===== src/rtl/mips_loader_pkg.sv =====
// Shared constants and state encoding for the MIPS instruction loader.
package mips_loader_pkg;

  localparam int BYTE_WIDTH = 8;
  localparam int BYTES_PER_WORD = 4;
  localparam logic [31:0] DEFAULT_HALT_WORD = 32'hFFFF_FFFF;

  typedef enum logic [2:0] {
    IDLE  = 3'd0,
    RECV  = 3'd1,
    WRITE = 3'd2,
    DONE  = 3'd3,
    CHECK = 3'd4
  } state_t;

endpackage


===== src/rtl/instr_loader_if.sv =====
// Byte-stream input and instruction-memory load port of instr_loader.
// master drives start/bytes and observes the load port; slave is the loader.
interface instr_loader_if
  import mips_loader_pkg::*;
#(
  parameter int DATA_WIDTH = 32,
  parameter int MEM_DEPTH  = 256
) ();

  localparam int CNT_W = $clog2(MEM_DEPTH) + 1;

  logic                  i_start;
  logic [BYTE_WIDTH-1:0] i_rx_data;
  logic                  i_rx_valid;
  logic [DATA_WIDTH-1:0] o_instruccion;
  logic [DATA_WIDTH-1:0] o_address;
  logic                  o_loading;
  logic [CNT_W-1:0]      o_word_count;
  logic                  o_done;
  logic                  o_overflow;
  logic                  o_checksum_err;

  modport master (
    output i_start, i_rx_data, i_rx_valid,
    input  o_instruccion, o_address, o_loading, o_word_count,
           o_done, o_overflow, o_checksum_err
  );

  modport slave (
    input  i_start, i_rx_data, i_rx_valid,
    output o_instruccion, o_address, o_loading, o_word_count,
           o_done, o_overflow, o_checksum_err
  );

endinterface


===== src/rtl/instr_loader_byte_assembler.sv =====
// byte_assembler: packs accepted bytes MSB-first into a word and flags the
// cycle in which the last byte of a word arrives.
module byte_assembler
  import mips_loader_pkg::*;
(
  input  logic                                 clk,
  input  logic                                 rst,
  input  logic                                 clear,
  input  logic                                 accept,
  input  logic [BYTE_WIDTH-1:0]                rx_data,
  output logic [BYTE_WIDTH*BYTES_PER_WORD-1:0] word,
  output logic                                 word_valid
);

  localparam int SHIFT_W = BYTE_WIDTH * (BYTES_PER_WORD - 1);
  localparam int CNT_W   = $clog2(BYTES_PER_WORD);
  localparam logic [CNT_W-1:0] LAST_BYTE = CNT_W'(BYTES_PER_WORD - 1);

  logic [SHIFT_W-1:0] shift;
  logic [CNT_W-1:0]   byte_cnt;

  always_ff @(posedge clk) begin
    if (rst || clear) begin
      shift    <= '0;
      byte_cnt <= '0;
    end else if (accept) begin
      shift    <= {shift[SHIFT_W-BYTE_WIDTH-1:0], rx_data};
      byte_cnt <= byte_cnt + CNT_W'(1);
    end
  end

  // The word is complete combinationally with its last byte, so the loader
  // can register it on the same edge the byte is taken.
  assign word       = {shift, rx_data};
  assign word_valid = accept && (byte_cnt == LAST_BYTE);

endmodule


===== src/rtl/instr_loader.sv =====
// instr_loader: loads a serial byte stream into TOP_MIPS instruction memory.
// Optional checksum trailer byte enabled by macro LOADER_CHECKSUM_EN.
//
//   state | meaning
//   IDLE  | no session yet, bytes ignored
//   RECV  | collecting bytes of the current word
//   WRITE | single o_loading cycle for the assembled word
//   CHECK | waiting for the checksum byte after HALT (LOADER_CHECKSUM_EN)
//   DONE  | session finished, outputs hold until the next i_start
module instr_loader
  import mips_loader_pkg::*;
#(
  parameter int DATA_WIDTH = 32,
  parameter int MEM_DEPTH  = 256,
  parameter logic [DATA_WIDTH-1:0] HALT_WORD = DATA_WIDTH'(DEFAULT_HALT_WORD)
) (
  input logic           i_clock,
  input logic           i_reset,
  instr_loader_if.slave bus
);

  localparam int CNT_W  = $clog2(MEM_DEPTH) + 1;
  localparam int WORD_W = BYTE_WIDTH * BYTES_PER_WORD;
  localparam logic [DATA_WIDTH-1:0] LAST_ADDR = DATA_WIDTH'(MEM_DEPTH - 1);

  state_t                state, state_nxt;
  logic                  start_session;
  logic                  byte_accept;
  logic                  word_valid;
  logic [WORD_W-1:0]     word;
  logic [DATA_WIDTH-1:0] instr;
  logic [DATA_WIDTH-1:0] addr;
  logic [CNT_W-1:0]      word_count;
  logic                  overflow;
  logic                  is_halt;
  logic                  at_last;
  logic                  write_continues;

  assign is_halt         = (instr == HALT_WORD);
  assign at_last         = (addr == LAST_ADDR);
  assign write_continues = !is_halt && !at_last;

  // A byte arriving in WRITE belongs to the next word only if the session goes on.
  assign byte_accept = bus.i_rx_valid &&
                       ((state == RECV) || ((state == WRITE) && write_continues));

  byte_assembler u_byte_assembler (
    .clk        (i_clock),
    .rst        (i_reset),
    .clear      (start_session),
    .accept     (byte_accept),
    .rx_data    (bus.i_rx_data),
    .word       (word),
    .word_valid (word_valid)
  );

  always_ff @(posedge i_clock) begin
    if (i_reset) state <= IDLE;
    else         state <= state_nxt;
  end

  always_comb begin
    state_nxt     = state;
    start_session = 1'b0;
    case (state)
      IDLE, DONE: begin
        if (bus.i_start) begin
          state_nxt     = RECV;
          start_session = 1'b1;
        end
      end
      RECV: begin
        if (word_valid) state_nxt = WRITE;
      end
      WRITE: begin
        if (is_halt) begin
`ifdef LOADER_CHECKSUM_EN
          state_nxt = CHECK;
`else
          state_nxt = DONE;
`endif
        end else if (at_last) begin
          state_nxt = DONE;
        end else begin
          state_nxt = RECV;
        end
      end
`ifdef LOADER_CHECKSUM_EN
      CHECK: begin
        if (bus.i_rx_valid) state_nxt = DONE;
      end
`endif
      default: state_nxt = IDLE;
    endcase
  end

  always_ff @(posedge i_clock) begin
    if (i_reset) begin
      instr      <= '0;
      addr       <= '0;
      word_count <= '0;
      overflow   <= 1'b0;
    end else begin
      if (start_session) begin
        addr       <= '0;
        word_count <= '0;
        overflow   <= 1'b0;
      end
      if (word_valid) instr <= DATA_WIDTH'(word);
      if (state == WRITE) begin
        word_count <= word_count + CNT_W'(1);
        if (!is_halt) begin
          if (at_last) overflow <= 1'b1;
          else         addr     <= addr + DATA_WIDTH'(1);
        end
      end
    end
  end

`ifdef LOADER_CHECKSUM_EN
  logic [BYTE_WIDTH-1:0] run_xor;
  logic                  checksum_err;

  always_ff @(posedge i_clock) begin
    if (i_reset) begin
      run_xor      <= '0;
      checksum_err <= 1'b0;
    end else begin
      if (start_session) begin
        run_xor      <= '0;
        checksum_err <= 1'b0;
      end else if (byte_accept) begin
        run_xor <= run_xor ^ bus.i_rx_data;
      end
      if ((state == CHECK) && bus.i_rx_valid) checksum_err <= (bus.i_rx_data != run_xor);
    end
  end

  assign bus.o_checksum_err = checksum_err;
`else
  assign bus.o_checksum_err = 1'b0;
`endif

  assign bus.o_instruccion = instr;
  assign bus.o_address     = addr;
  assign bus.o_loading     = (state == WRITE) && !i_reset;
  assign bus.o_word_count  = word_count;
  assign bus.o_done        = (state == DONE);
  assign bus.o_overflow    = overflow;

endmodule


===== src/flat_wrapper.sv =====
// flat-port wrapper written by rule: the top's interface ports become plain ports
module instr_loader_flat import mips_loader_pkg::*;
#(
  parameter int DATA_WIDTH = 32,
  parameter int MEM_DEPTH  = 256,
  parameter logic [DATA_WIDTH-1:0] HALT_WORD = DATA_WIDTH'(DEFAULT_HALT_WORD)
)
  (i_clock, i_reset, bus_i_start, bus_i_rx_data, bus_i_rx_valid, bus_o_instruccion, bus_o_address, bus_o_loading, bus_o_word_count, bus_o_done, bus_o_overflow, bus_o_checksum_err);
  instr_loader_if #(.DATA_WIDTH(DATA_WIDTH), .MEM_DEPTH(MEM_DEPTH)) bus_i ();
  input logic i_clock;
  input logic i_reset;
  input wire logic [$bits(bus_i.i_start)-1:0] bus_i_start;
  input wire logic [$bits(bus_i.i_rx_data)-1:0] bus_i_rx_data;
  input wire logic [$bits(bus_i.i_rx_valid)-1:0] bus_i_rx_valid;
  output wire logic [$bits(bus_i.o_instruccion)-1:0] bus_o_instruccion;
  output wire logic [$bits(bus_i.o_address)-1:0] bus_o_address;
  output wire logic [$bits(bus_i.o_loading)-1:0] bus_o_loading;
  output wire logic [$bits(bus_i.o_word_count)-1:0] bus_o_word_count;
  output wire logic [$bits(bus_i.o_done)-1:0] bus_o_done;
  output wire logic [$bits(bus_i.o_overflow)-1:0] bus_o_overflow;
  output wire logic [$bits(bus_i.o_checksum_err)-1:0] bus_o_checksum_err;
  assign bus_i.i_start = bus_i_start;
  assign bus_i.i_rx_data = bus_i_rx_data;
  assign bus_i.i_rx_valid = bus_i_rx_valid;
  assign bus_o_instruccion = bus_i.o_instruccion;
  assign bus_o_address = bus_i.o_address;
  assign bus_o_loading = bus_i.o_loading;
  assign bus_o_word_count = bus_i.o_word_count;
  assign bus_o_done = bus_i.o_done;
  assign bus_o_overflow = bus_i.o_overflow;
  assign bus_o_checksum_err = bus_i.o_checksum_err;
  instr_loader #(.DATA_WIDTH(DATA_WIDTH), .MEM_DEPTH(MEM_DEPTH), .HALT_WORD(HALT_WORD)) u_core (.i_clock(i_clock), .i_reset(i_reset), .bus(bus_i));
endmodule

===== config.mk =====
export PLATFORM = sky130hd
export DESIGN_NAME = instr_loader_flat
export DESIGN_NICKNAME = d
export VERILOG_FILES = /design/src/rtl/mips_loader_pkg.sv /design/src/rtl/instr_loader_if.sv /design/src/rtl/instr_loader_byte_assembler.sv /design/src/rtl/instr_loader.sv /design/src/flat_wrapper.sv
export SDC_FILE = /design/constraint.sdc
export NUM_CORES = 1
export LEC_CHECK = 0
export ABC_AREA = 0
export BUFFER_PORTS_ARGS = -buffer_cell sky130_fd_sc_hd__buf_2
export CAP_MARGIN = 20
export CORE_ASPECT_RATIO = 1.2
export CORE_MARGIN = 8
export CORE_UTILIZATION = 55
export CTS_CLUSTER_DIAMETER = 40
export DETAILED_ROUTE_END_ITERATION = 10
export PLACE_DENSITY_LB_ADDON = 0.1
export SETUP_SLACK_MARGIN = 0.3
export SYNTH_ARGS = -nofsm -noshare
export SYNTH_HDL_FRONTEND = slang
export SYNTH_SLANG_ARGS = --single-unit
export TNS_END_PERCENT = 20

===== constraint.sdc =====
create_clock -name i_clock -period 5.4 [get_ports i_clock]
set_input_delay 0.27 -clock i_clock [delete_from_list [all_inputs] [get_ports i_clock]]
set_output_delay 0.27 -clock i_clock [all_outputs]
set_load 0.02 [all_outputs]

==> qor.txt, run 1 <==
Min-Delay Path Class = in2reg
Seq cells post-synth = 102
Die Area = 12250 µm²
Initial antenna violation count = 0
Diode count = 0
Core box area = 8891 µm²
DR iter-0 viols = 240
Dpl hpwl = 9.178 mm
Row cnt = 38
Fin. max-slew vios = 0
Clk sink count = 102
Port Buffers = 87
Xor and xnor area share after synthesis = 0.7116%
Top Ports = 89
Multiplexer area fraction after synthesis = 12.66%
CTS H-tree depth = 3
Main synth FF type = dfxtp_1
Routability Congestion = 0.9092
Most common cell after layout, fill and taps aside = dfxtp_1
Clk slew on worst S/H paths = 0.10 ns
Final hold vios = 0
Drt pass-1 iters = 4
Synthesized cell area = 4923 µm²
Vias/cell = 5.888
CP Capture Type = flip-flop
Gate Count Post-Synth = 544
Crit path max-delay family = simple AND/OR/NAND/NOR gates
Period utilization = 53.17%
Layout cell share with drive strength beyond 1 = 19.65%
Worst Setup Path Type = reg2reg
Crit path launch type = flip-flop
CTS root buffer = clkbuf_8
Leak Pwr = 0.002189 µW
Synth Warn # = 0
Final setup viols = 0
Final Routed Wirelength = 12.83 mm
Vias = 4363
Post-synthesis sequential area ratio = 41.47%
Status = finished clean
CTS Hold Bufs = 0
Setup TNS = 0 ns
Arr. time, crit path = 3.11 ns
Post-route insts no fill = 741
CP max-delay cell = or4_1
Largest family of logic cells by synthesized area = simple AND/OR/NAND/NOR gates
Syn Nets = 562
Synth Area in Compound Gates = 12.78%
Pwr Density = 267.4 nW/µm²
Maximum vdd drop = 0.2081 mV
Fill cell count = 800
Clock Skew = 0.009327 ns
WL/cell = 17.31 µm
Largest net degree at the start of global routing = 78
Die Y = 119.6 µm
Average size of a mapped cell = 9.051 µm²
Worst Path Buf+Inv = 0
CTS Buf Count = 9
Simple-gate portion of the synthesized area = 26.56%
CTS tree = done
Fmax = 0.3483 GHz
First-pass GRT wire length = 20.82 mm
Adder-Cell Fraction of Synth Area = 1.525%
Post-synth ARST share = 0%
Chip Width = 102.4 µm
Tmin final = 2.871 ns
Delay of the slowest cell on the worst path = 0.90 ns
Total GRT Usage = 21.18%
Placed cells = 725
CP Cell Sequence = ha_1 > and3_1 > nand2_4 > or4_1 > a21oi_1 > nor3_1
Total gr overflow = 0
CP Data Required Time = 5.63 ns
Initial core utilization = 55.38%
Max cap viols = 0
Slew of the pin with the lowest slew margin = 1.013 ns
Setup Buffers After CTS = 0
Synth-to-layout area growth = 14.87%
Vias in the first global route = 4335
EDFF count, synth = 0
Cts repair resizes = 0
Fin nets = 634
Synth cell types = 56
DRT antenna net count = 0
Commonest cells after routing, fill and taps aside = dfxtp_1, buf_2, nand2b_1, mux2i_1, nand2_1
Clock Path Buffers = 2
# DRC = 0
Worst-skew pair later-pin latency = 0.38 ns
Slew HR = 32.48%
Fin Hold WS = 0.1498 ns
Dpl ws = 2.571 ns
Maximum fanout along the worst path = 23
Unrepaired setup endpoints after global routing = false
Worst setup margin = 2.529 ns
==> path summary, 6_finish.rpt <==
path                                              start                                to  slack [ns]  cells after the start
worst min-delay path                   bus_i_rx_data[1]  u_core.u_byte_assembler.shift[1]        0.15                      3
worst min register to register    u_core.bus.o_overflow             u_core.bus.o_overflow        0.46                      2
worst max register to register  u_core.bus.o_address[0]          u_core.bus.o_address[21]        2.53                      6
worst max-delay path            u_core.bus.o_address[0]          u_core.bus.o_address[21]        2.53                      6
==> through the flow <==
stage	total power (µW)	area [µm²]	util, %
3_3_place_gp	986.6	5435	61.13
4_1_cts	1520	5655	63.61
6_report	1512	5655	63.61
5_1_grt	1576	5655	63.61
2_1_floorplan	940.4	4923	-
3_5_place_dp	991.3	5435	61.13
==> cells in the mapped netlist (6+ instances only) <==
| cell type | n | area share [%] |
|---|---|---|
| a21oi_1 | 15 | 1.5 |
| a31oi_1 | 11 | 1.4 |
| and3_1 | 9 | 1.1 |
| buf_2 | 9 | 0.91 |
| clkbuf_1 | 20 | 1.5 |
| dfxtp_1 | 102 | 41 |
| ha_1 | 6 | 1.5 |
| inv_1 | 14 | 1.1 |
| mux2i_1 | 60 | 12 |
| nand2_1 | 53 | 4.0 |
| nand2b_1 | 67 | 8.5 |
| nand3_1 | 18 | 1.8 |
| nand4_1 | 22 | 2.8 |
| nor2_1 | 10 | 0.76 |
| nor3_1 | 14 | 1.4 |
| nor4_1 | 14 | 1.8 |
| o211ai_1 | 7 | 1.1 |
| o21ai_0 | 13 | 1.3 |
| or4_1 | 7 | 1.1 |
==> kinds of logic (layout without fill, tap and decap cells) <==
family | after synthesis | in the layout
AOI/OAI and AO/OA | 88 | 88
xor gates and xnor gates | 4 | 4
adders and majority gates | 6 | 6
buffers and inverters | 47 | 124
DFF | 102 | 102
muxes | 62 | 62
other | 1 | 1
and+or+nand+nor | 234 | 234
==> worst min-delay path: stages <==
cell and delay (ns):
buf_2 0.11, nand2_1 0.05, mux2i_1 0.06
==> registers in the layout, indices dropped and copies added, names as in the netlist <==
register                          count
u_core.bus.o_address                 32
u_core.bus.o_instruccion             32
u_core.bus.o_overflow                 1
u_core.bus.o_word_count               9
u_core.state                          2
u_core.u_byte_assembler.byte_cnt      2
u_core.u_byte_assembler.shift        24
==> routing by layer <==
layer	vias to the layer above	GRT usage [%]	wire length, µm
li1	2133	-	-
met1	2068	23.75	5222
met2	134	36.59	6500
met3	28	4.403	668
met4	0	10.86	435
met5	-	0	0
==> power breakdown <==
part / internal [µW] / total, µW / switching [µW]
logic: 71.2 / 196 / 125
clock network: 265 / 538 / 274
registers: 765 / 778 / 12.7
total: 1100 / 1510 / 411
==> cell type report <==
type	instances	area, µm²	share of cell area, %
Multi-Input combinational cell	395	2703	47.79
Sequential cell	102	2042	36.11
Timing Repair Buffer	94	488.0	8.628
Tap cell	120	150.1	2.655
Clock buffer	10	127.6	2.257
Clock inverter	6	92.59	1.637
Inverter	14	52.55	0.9292
Power figures use the tool's default switching activity.
==> inputs of run 2 (changes only) <==
==> constraint.sdc (replaced) <==
create_clock -name i_clock -period 2.7 [get_ports i_clock]
set_input_delay 0.135 -clock i_clock [delete_from_list [all_inputs] [get_ports i_clock]]
set_output_delay 0.135 -clock i_clock [all_outputs]
set_load 0.02 [all_outputs]
==> run 2 against run 1 <==
Effect of this change:
- combinational power increased by 110%
- clock power is 76% higher
- core utilization up 1.6 points
- wire length down 1.5%
- via count up 0.21%
- hold slack worse by 0.13 ns
- sequential power increased by 100%
- critical path type unchanged
- setup slack got worse by 2.1 ns
- clock-buffer cell count fell by 1
- first-iteration DRC count is 23% lower
- highest routed layer unchanged
==> qor.txt, run 2 (synthesis gave the netlist of run 1 again) <==
Internal reg-to-reg setup slack = 0.41 ns
Status = finished clean
HP Start = bus_i_rx_data[1]
Diode count = 0
Reg2reg end = u_core.bus.o_address[31]
Total gr overflow = 0
Die Y = 119.6 µm
Unrepaired setup endpoints after global routing = true
WL met3 = 698 µm
Dpl hpwl = 9.048 mm
Fmax = 0.4359 GHz
Final setup viols = 0
Min-Delay Path Class = in2reg
Pwr Density = 504.1 nW/µm²
Row cnt = 38
Met1 WL = 5.173 mm
Drt pass-1 iters = 6
Fin nets = 649
Vias = 4372
Fin. max-slew vios = 0
CTS root buffer = clkbuf_8
Clk slew on worst S/H paths = 0.11 ns
Routed length on met2 = 6.477 mm
CTS Buf Count = 9
Slew HR = 53.67%
Clock Path Buffers = 2
Hold path cells = 3
Slew of the pin with the lowest slew margin = 0.6925 ns
Register-to-Register Path Depth = 5
Die Area = 12250 µm²
Vias/cell = 5.783
# DRC = 0
Setup TNS = 0 ns
Fill cell count = 767
DR iter-0 viols = 184
Clock Skew = 0.004561 ns
Arr. time, crit path = 2.62 ns
Period utilization = 84.97%
Most common cell after layout, fill and taps aside = dfxtp_1
CTS tree = done
Tmin final = 2.294 ns
Layout cell share with drive strength beyond 1 = 22.96%
Routability Congestion = 0.8526
WL/cell = 16.72 µm
Worst Setup Path Type = reg2reg
CTS H-tree depth = 3
Worst-skew pair later-pin latency = 0.38 ns
First-pass GRT wire length = 20.65 mm
Synth-to-layout area growth = 17.74%
Top Ports = 89
Crit path launch type = flip-flop
Final Routed Wirelength = 12.64 mm
Initial core utilization = 55.38%
Max cap viols = 0
Total GRT Usage = 20.85%
Chip Width = 102.4 µm
Power Total = 2922 µW
Initial antenna violation count = 0
Maximum vdd drop = 0.3982 mV
CP Data Required Time = 3.03 ns
Clk sink count = 102
CP Capture Type = flip-flop
WHS Endpoint = u_core.u_byte_assembler.shift[1]
Uppermost routed layer = met4
DRT antenna net count = 0
Vias in the first global route = 4233
RR Startpoint = u_core.bus.o_address[8]
Commonest cells after routing, fill and taps aside = dfxtp_1, buf_2, nand2b_1, mux2i_1, nand2_1
Core box area = 8891 µm²
Final hold vios = 0
Maximum fanout along the worst path = 10
Port Buffers = 87
Largest net degree at the start of global routing = 73
Leak Pwr = 0.002266 µW
run 2: cell type report:
type                            instances  area, µm²  area share (%)
Clock buffer                            9      123.9           2.137
Tap cell                              120      150.1           2.590
Timing Repair Buffer                  109      621.8           10.73
Sequential cell                       102       2051           35.38
Multi-Input combinational cell        395       2734           47.16
Inverter                               14      52.55          0.9065
Clock inverter                          7      63.81           1.101
run 2: report_power, final:
part | switching [µW] | internal [µW]
clock | 589 | 358
combinational | 260 | 160
sequential | 23.6 | 1530
run 2: metal layers:
layer	track usage [%]	up-vias
li1	-	2160
met1	24.45	2067
met2	35.49	125
met3	3.882	20
met4	9.752	0
met5	0	-
run 2: how the worst max path moves through the flow:
stage	slack, ns	end	depth (start not counted)	start
after detailed placement	0.25	u_core.u_byte_assembler.shift[20]	7	u_core.bus.o_address[0]
after global routing	0.29	u_core.bus.o_address[2]	7	u_core.bus.o_address[29]
after floorplan	0.34	u_core.bus.o_address[1]	8	u_core.bus.o_address[0]
after global placement	0.31	u_core.u_byte_assembler.shift[20]	7	u_core.bus.o_address[0]
after CTS	0.32	u_core.u_byte_assembler.shift[20]	7	u_core.bus.o_address[0]
final	0.41	u_core.bus.o_address[31]	5	u_core.bus.o_address[8]
run 2: worst max-delay path: stages (launching register included):
cell     delay [ns]
dfxtp_1        0.54
and3_1         0.31
nand4_1        0.24
or4_1          0.60
or4_1          0.49
nand3_1        0.07
run 2: timing repair:
| item | in CTS | in global routing |
|---|---|---|
| setup buffers | 0 | 1 |
| resized for setup | 2 | 12 |
| endpoints found under the setup margin | 5 | 37 |
| pin swaps | 1 | 5 |
| endpoints found under the hold margin | 4 | 0 |
| hold buffers | 2 | 0 |
run 2: stage by stage:
stage | hold WS, ns | setup WS (ns) | instance area (µm²) | std cells | util (%)
after floorplan | 0.2773 | 0.3440 | 4923 | 544 | -
after global placement | 0.3981 | 0.3097 | 5538 | 737 | 62.29
after detailed placement | 0.4085 | 0.2550 | 5538 | 737 | 62.29
after CTS | 0.003995 | 0.3208 | 5758 | 755 | 64.76
after global routing | 0.005567 | 0.2859 | 5797 | 756 | 65.20
final | 0.01607 | 0.4057 | 5797 | 756 | 65.20
==> inputs of run 3 (changes only) <==
==> constraint.sdc (replaced) <==
create_clock -name i_clock -period 2.2 [get_ports i_clock]
set_input_delay 0.11 -clock i_clock [delete_from_list [all_inputs] [get_ports i_clock]]
set_output_delay 0.11 -clock i_clock [all_outputs]
set_load 0.02 [all_outputs]
==> run 3 against run 2 <==
Effect of this change:
- combinational power up 55%
- first-iteration DRC count up 32%
- critical path depth is 1 higher
- setup slack lost 0.32 ns
- non-clock buffer count grew 59
- largest cell class unchanged
- highest routed layer unchanged
==> qor.txt, run 3 (synthesis gave the netlist of run 1 again) <==
Worst-skew pair later-pin latency = 0.38 ns
CTS Buf Count = 9
Initial antenna violation count = 0
Worst setup margin = 0.08445 ns
Synth-to-layout area growth = 33.98%
DR iter-0 viols = 242
Fin. max-slew vios = 0
CTS tree = done
Tmin final = 2.116 ns
Slew HR = 61.03%
Fin nets = 708
Maximum vdd drop = 0.4278 mV
Fill cell count = 674
Final hold vios = 0
Worst Path Buf+Inv = 1
Delay of the slowest cell on the worst path = 0.60 ns
Total gr overflow = 0
RR Startpoint = u_core.bus.o_address[12]
Clk sink count = 102
Top Ports = 89
CP Data Required Time = 2.48 ns
Core box area = 8891 µm²
Max cap viols = 0
Dpl hpwl = 9.571 mm
Die Y = 119.6 µm
Chip Width = 102.4 µm
Min-Delay Path Class = in2reg
DRT antenna net count = 0
Vias/cell = 5.817
Crit path launch type = flip-flop
Largest net degree at the start of global routing = 77
CP Capture Type = flip-flop
Initial core utilization = 55.38%
Unrepaired setup endpoints after global routing = true
# DRC = 0
Row cnt = 38
Placed cells = 766
First-pass GRT wire length = 21.60 mm
Routability Congestion = 0.9290
Period utilization = 96.16%
Crit path max-delay family = simple AND/OR/NAND/NOR gates
CTS root buffer = clkbuf_8
Commonest cells after routing, fill and taps aside = buf_2, nand2b_1, dfxtp_1, mux2i_1, buf_4
Slew of the pin with the lowest slew margin = 0.5845 ns
Clock Path Buffers = 2
HP Start = bus_i_rx_data[3]
Drt pass-1 iters = 7
Worst Setup Path Type = reg2reg
Clk slew on worst S/H paths = 0.11 ns
Status = finished clean
CTS H-tree depth = 3
Final setup viols = 0
Setup TNS = 0 ns
Arr. time, crit path = 2.39 ns
Die Area = 12250 µm²
Port Buffers = 87
CP max-delay cell = or4_4
Total GRT Usage = 21.97%
CP Cell Sequence = nor4_1 > nand2_1 > or4_4 > a32o_2 > clkbuf_16 > mux2i_1
CP startpoint = u_core.bus.o_address[12]
Maximum fanout along the worst path = 10
Post-route insts no fill = 815
Clock Skew = 0.01139 ns
Leak Pwr = 0.002685 µW
Layout cell share with drive strength beyond 1 = 36.98%
Final Routed Wirelength = 14.27 mm
Dpl ws = -0.06291 ns
Most common cell after layout, fill and taps aside = buf_2
Pwr Density = 563.7 nW/µm²
Vias in the first global route = 4532
Vias = 4741
WL/cell = 17.51 µm
Diode count = 0
Fmax = 0.4727 GHz
run 3: cell count changes in the layout (fill, tap and decap cells not counted), moves of 4 or more:
| cell | change |
|---|---|
| nor4_1 | -5 |
| dfxtp_4 | +6 |
| or4_4 | +5 |
| dfxtp_1 | -30 |
| or4_1 | -5 |
| dlygate4sd3_1 | +5 |
| buf_6 | +7 |
| dfxtp_2 | +24 |
| buf_12 | +4 |
| buf_4 | +41 |
run 3: metrics by stage:
| stage | area, µm² | hold slack [ns] | total power [µW] | utilization (%) |
|---|---|---|---|---|
| finish | 6596 | 0.01981 | 3719 | 74.19 |
| global route | 6596 | 0.01783 | 3862 | 74.19 |
| CTS | 6151 | 0.01012 | 3643 | 69.18 |
| detailed placement | 5828 | 0.3831 | 2488 | 65.55 |
| global placement | 5828 | 0.3741 | 2474 | 65.55 |
| floorplan | 5002 | 0.2523 | 2309 | - |
run 3: routing by layer:
metal	GRT usage [%]	up-vias	part of all wire, %
met2	39.89	156	53
met1	23.78	2280	39
li1	-	2273	-
met3	4.287	32	5.2
met4	9.568	0	3.0
met5	0	-	0
run 3: repair_timing:
action | 4_1_cts | 5_1_grt
resized for setup | 11 | 57
hold buffers | 7 | 0
buffers inserted | 2 | 22
pin swaps | 1 | 19
endpoints found under the setup margin | 92 | 90
cloned | 0 | 2
hold endpoints to repair | 10 | 0
run 3: worst paths after layout:
kind / endpoint / cells past startpoint / slack [ns]
setup / recovery: u_core.u_byte_assembler.shift[8] / 6 / 0.08
hold / removal: u_core.bus.o_instruccion[3] / 3 / 0.02
setup reg to reg: u_core.u_byte_assembler.shift[8] / 6 / 0.08
hold reg to reg: u_core.u_byte_assembler.shift[17] / 2 / 0.47
run 3: final cells by class:
class	instances	area (µm²)	area share, %
clock buffer	10	137.6	2.086
multi-input combinational	395	2914	44.18
inverter	14	52.55	0.7967
sequential	102	2103	31.89
clock inverter	6	50.05	0.7587
tap	120	150.1	2.276
timing repair buffer	168	1189	18.02
run 3: power breakdown:
group	switching [µW]	total, µW	internal, µW	leakage (µW)
logic	357	651	294	0.00175
clock network	702	1160	461	0.0000956
registers	29.7	1900	1870	0.000843
total	1090	3720	2630	0.00268
run 3: tightest hold or removal path: stages:
cell,delay (ns)
buf_2,0.10
nand2b_1,0.06
mux2i_1,0.07
